`config.mk`:
```
export PLATFORM = sky130hd
export DESIGN_NAME = quad_step_decoder
export DESIGN_NICKNAME = d
export VERILOG_FILES = /design/src/rtl/quad_step_decoder.sv
export SDC_FILE = /design/constraint.sdc
export NUM_CORES = 1
export LEC_CHECK = 0
export CAP_MARGIN = 20
export CORE_UTILIZATION = 30
export DETAILED_ROUTE_END_ITERATION = 10
export RECOVER_POWER = 100
export SLEW_MARGIN = 20
export SYNTH_ARGS = -nofsm -noshare
export SYNTH_HDL_FRONTEND = slang
export SYNTH_SLANG_ARGS = --single-unit
```
`constraint.sdc`:
```
create_clock -name clk -period 1.7 [get_ports clk]
set_input_delay 0.51 -clock clk [delete_from_list [all_inputs] [get_ports clk]]
set_output_delay 0.51 -clock clk [all_outputs]
set_load 0.02 [all_outputs]
```
`src/rtl/quad_step_decoder.sv`:
```
// quad_step_decoder: filtered quadrature/index decoder driving step/up/load for a downstream counter; define QUAD_ERR_CNT_EN to enable the saturating err_cnt.
module quad_step_decoder #(
  parameter int BITS = 4,
  parameter int FILT_LEN = 3
) (
  input  logic            clk,
  input  logic            rst,
  input  logic            enc_a,
  input  logic            enc_b,
  input  logic            enc_idx,
  input  logic [BITS-1:0] home_val,
  output logic            step,
  output logic            up,
  output logic            load,
  output logic [BITS-1:0] PI,
  output logic            err,
  output logic [7:0]      err_cnt
);
  typedef enum logic {INIT, RUN} state_t;
  state_t state;
  logic [2:0] s1, s2, filt;
  logic [2:0][2:0] fcnt;
  logic [1:0] ref_ab, pos_new, pos_old, delta;
  logic idx_prev, rise;
  logic [3:0] init_cnt;
  // Gray {A,B} mapped to a 2-bit position so the direction is just the position difference
  always_comb begin
    pos_new = {filt[1], filt[1] ^ filt[0]};
    pos_old = {ref_ab[1], ref_ab[1] ^ ref_ab[0]};
    delta = pos_new - pos_old;
    rise = filt[2] & ~idx_prev;
  end
  always_ff @(posedge clk) begin
    if (rst) begin
      state <= INIT;
      s1 <= '0;
      s2 <= '0;
      filt <= '0;
      fcnt <= '0;
      ref_ab <= '0;
      idx_prev <= 1'b0;
      init_cnt <= '0;
      step <= 1'b0;
      up <= 1'b0;
      load <= 1'b0;
      PI <= '0;
      err <= 1'b0;
    end else begin
      s1 <= {enc_idx, enc_a, enc_b};
      s2 <= s1;
      // counts consecutive samples that disagree with the held level
      for (int i = 0; i < 3; i++)
        if (s2[i] == filt[i]) fcnt[i] <= '0;
        else if (fcnt[i] == 3'(FILT_LEN - 1)) begin
          filt[i] <= s2[i];
          fcnt[i] <= '0;
        end else fcnt[i] <= fcnt[i] + 3'd1;
      step <= 1'b0;
      load <= 1'b0;
      PI <= '0;
      err <= 1'b0;
      if (state == INIT) begin
        init_cnt <= init_cnt + 4'd1;
        if (init_cnt == 4'(2 + FILT_LEN)) begin
          ref_ab <= filt[1:0];
          idx_prev <= filt[2];
          state <= RUN;
        end
      end else begin
        ref_ab <= filt[1:0];
        idx_prev <= filt[2];
        if (rise) begin
          load <= 1'b1;
          PI <= home_val;
        end
        if (delta == 2'd2) err <= 1'b1;
        else if (delta != 2'd0 && !rise) begin
          step <= 1'b1;
          up <= (delta == 2'd1);
        end
      end
    end
  end
`ifdef QUAD_ERR_CNT_EN
  always_ff @(posedge clk)
    if (rst) err_cnt <= '0;
    else if (state == RUN && delta == 2'd2 && err_cnt != 8'hff) err_cnt <= err_cnt + 8'd1;
`else
  assign err_cnt = '0;
`endif
endmodule
```
==> results by group <==
Synth
  • Mux cell area share after synthesis: 0.02192
  • Top cells by area, synth: dfxtp_1 (50%), ha_1 (8.2%), xnor2_1 (4.5%)
  • Yosys cell types: 30
  • Cell count after synthesis: roughly 140
  • Main combinational cell family by area after synthesis: simple AND/OR/NAND/NOR gates
  • Seq/Total Area, Yosys: 0.4968
  • Synth warn: 0
  • Yosys top cell by area: dfxtp_1
  • Xor-xnor portion of the synthesized cell area: 0.06393
  • #FFs+latches synth: 34
  • Post-Synth Simple-Gate Area: 0.2073
  • Top-area cell type share of the netlist area: 0.4968
  • Adder-cell share of the synthesized area: 0.08219
  • Post-Syn Area per Cell: slightly below 10 sq um
  • Compound-Gate Fraction of Synth Area: 0.05023
  • Mapped Area: 1370 sq um

Detailed routing
  • Post-route DRC: 0
  • Routed WL: roughly 2.1 mm
  • DR vias: 900
  • Mean routed wirelength per cell: 9.598 um
  • Drt via density: 4.206
  • DR pass1 iterations: 4
  • DRT antenna net count: 0
  • Drt initial violations: 25

Worst setup path
  • CP max stage delay: around 640 ps
  • CP max FO: 8
  • Setup CP Type: in -> reg
  • CP startpoint kind: primary input
  • Critical Path End Type: flip-flop
  • Delay-heaviest family, CP: buffers and inverters
  • Buf+Inv Stages, Crit Path: 1
  • Worst EP arrival: 1780 ps
  • Crit path required time: around 1900 ps
  • Worst-path cell chain: dlygate4sd3_1 -> nor3_1 -> and2_0
  • Crit path max-delay cell type: dlygate4sd3_1

Timing
  • Period utilization: 0.9111
  • Final Hold Viols: 0
  • RSZ-0062 raised after global routing: no
  • Pins Over Slew Limit: 0
  • Period minus WS final: 1549 ps
  • Setup Skew: just under 9 ps
  • Max Fclk: about 650 MHz
  • Final setup vio count: 0

Global routing
  • First-pass GRT wire length: 3.581 mm
  • Initial antenna violation count: 0
  • Gr usage total: 0.09772
  • Overflow after GRT: 0
  • Vias in the first global route: approximately 860
  • Largest net degree at the start of global routing: 12

Placement
  • Placed cell areas: 1575 sq um
  • GPL Wtd Cong: 0.7026
  • IO buf count: 16
  • DP HPWL: between 1.5 and 2 mm

Die
  • Chip height: 69.58 um
  • Core Area: ~4400 sq um
  • Num rows: 24
  • IO Count: 25
  • Die area: between 4000 and 5000 sq um
  • Starting Density: 0.3125
  • Die W: around 70 um

Final layout
  • Share of layout cells above drive strength 1: 0.06790
  • Layout Area Growth over Synthesis: 19.54%
  • Ant. Diodes: 0
  • Most frequent cells in the layout: dfxtp_1 (34), nor2_1 (15), nor2b_1 (9), a21oi_1 (9), ha_1 (9)
  • Commonest non-fill, non-tap cell in the layout: dfxtp_1
  • Design area: 1638 sq um
  • # nets final: around 180

Power and ir drop
  • Lkg Pwr: between 0.6 and 0.7 nW
  • Power Dens Cells: ~920 nW/um^2
  • Overall Power: around 1.5 mW
  • Peak supply drop: approximately 0.00042 V

Clocking
  • CTS tree: done
  • CTS buffer count: 5
  • Clock-pin slew on the worst setup and hold paths: roughly 70 ps
  • Post-CTS Hold Buffers: 0
  • Skew-Pair Late Insertion Delay: 280 ps
  • H-tree lvl count: 2
  • Clock tree buffer depth: 2
  • Clock root buffer: clkbuf_8
  • Setup Buffers After CTS: 0
  • Sink Count: 34

Hold path
  • Hold crit path type: reg -> reg

Run status
  • Outcome: finished clean

Job
  • # Max-Cap Violations: 0
[cell type report]
cell class | count | area, sq um
Clock inverter | 1 | 5.005
Clock buffer | 7 | 86.33
Sequential cell | 34 | 680.7
Multi-Input combinational cell | 93 | 608.1
Tap cell | 52 | 65.06
Fill cell | 441 | 2746
Timing Repair Buffer | 20 | 166.4
Inverter | 7 | 26.28
[path summary, 6_finish.rpt]
path,slack (ps),to,cells after the start,from
max reg2reg,230,up,5,filt[1]
min reg2reg,430,s2[1],1,s1[1]
max,150,PI[2],3,rst
min,430,s2[1],1,s1[1]
[layer usage]
layer  up-vias  routed length [um]  share of wire  track usage
met1       396                 865           0.42      0.09745
met5         -                   0              0            0
li1        480                   -              -            -
met2        18                1026           0.50       0.1629
met4         0                  46          0.022      0.05442
met3         6                 116          0.056      0.05087
[cell families after synthesis]
family,after synthesis
compound gates,13
xor+xnor,10
fa+ha+maj,9
buf+inv,19
flops,34
mux,3
other cells,1
simple gates,50
[what timing repair did]
action | 4_1_cts | 5_1_grt
endpoints found under the setup margin | 6 | 2
resized for setup | 6 | 2
hold endpoints to repair | 0 | 0
gates cloned | 0 | 0
[stage by stage]
stage / hold WS (ps) / instances / utilization / setup TNS (ps) / setup WS [ps]
after global placement: 423.2 / 206 / 0.3593 / 0 / 32.52
after CTS: 440.5 / 214 / 0.3784 / 0 / 2.140
after detailed placement: 424.8 / 206 / 0.3593 / -57.51 / -57.51
after global routing: 457.1 / 214 / 0.3736 / 0 / 24.36
after floorplan: 413.8 / 146 / - / 0 / 375.0
final: 434.3 / 214 / 0.3736 / 0 / 151.2
[worst reg2reg max path, stage by stage (launching register included)]
cell and delay (ps):
dfxtp_1 440, xnor2_1 170, ha_1 270, nor2b_1 180
a21oi_1 90, a311oi_1 240
[flip-flops by register name, indices dropped and copies added, names as in the netlist]
register / cells
ref_ab: 2
load: 1
s1: 3
PI: 4
idx_prev: 1
init_cnt: 4
up: 1
err: 1
filt: 3
fcnt: 9
s2: 3
state: 1
step: 1
[Yosys cell counts (all sizes together)]
cell type   n
a21oi       9
a311oi      1
and2        4
and2b       1
and3b       1
buf        10
clkbuf      2
conb        1
dfxtp      34
ha          9
inv         7
mux2i       3
nand2       2
nand2b      2
nand3       3
nand3b      2
nand4b      1
nor2       15
nor2b       9
nor3        4
nor3b       2
nor4b       1
o21ai       3
or3         2
or3b        1
xnor2       7
xor2        3
[power breakdown]
part / switching [mW] / total (mW) / internal [mW]
registers: 0.0153 / 0.830 / 0.815
logic: 0.0468 / 0.0870 / 0.0402
clock network: 0.267 / 0.593 / 0.326
No activity file was read; power rests on OpenSTA's default activity.
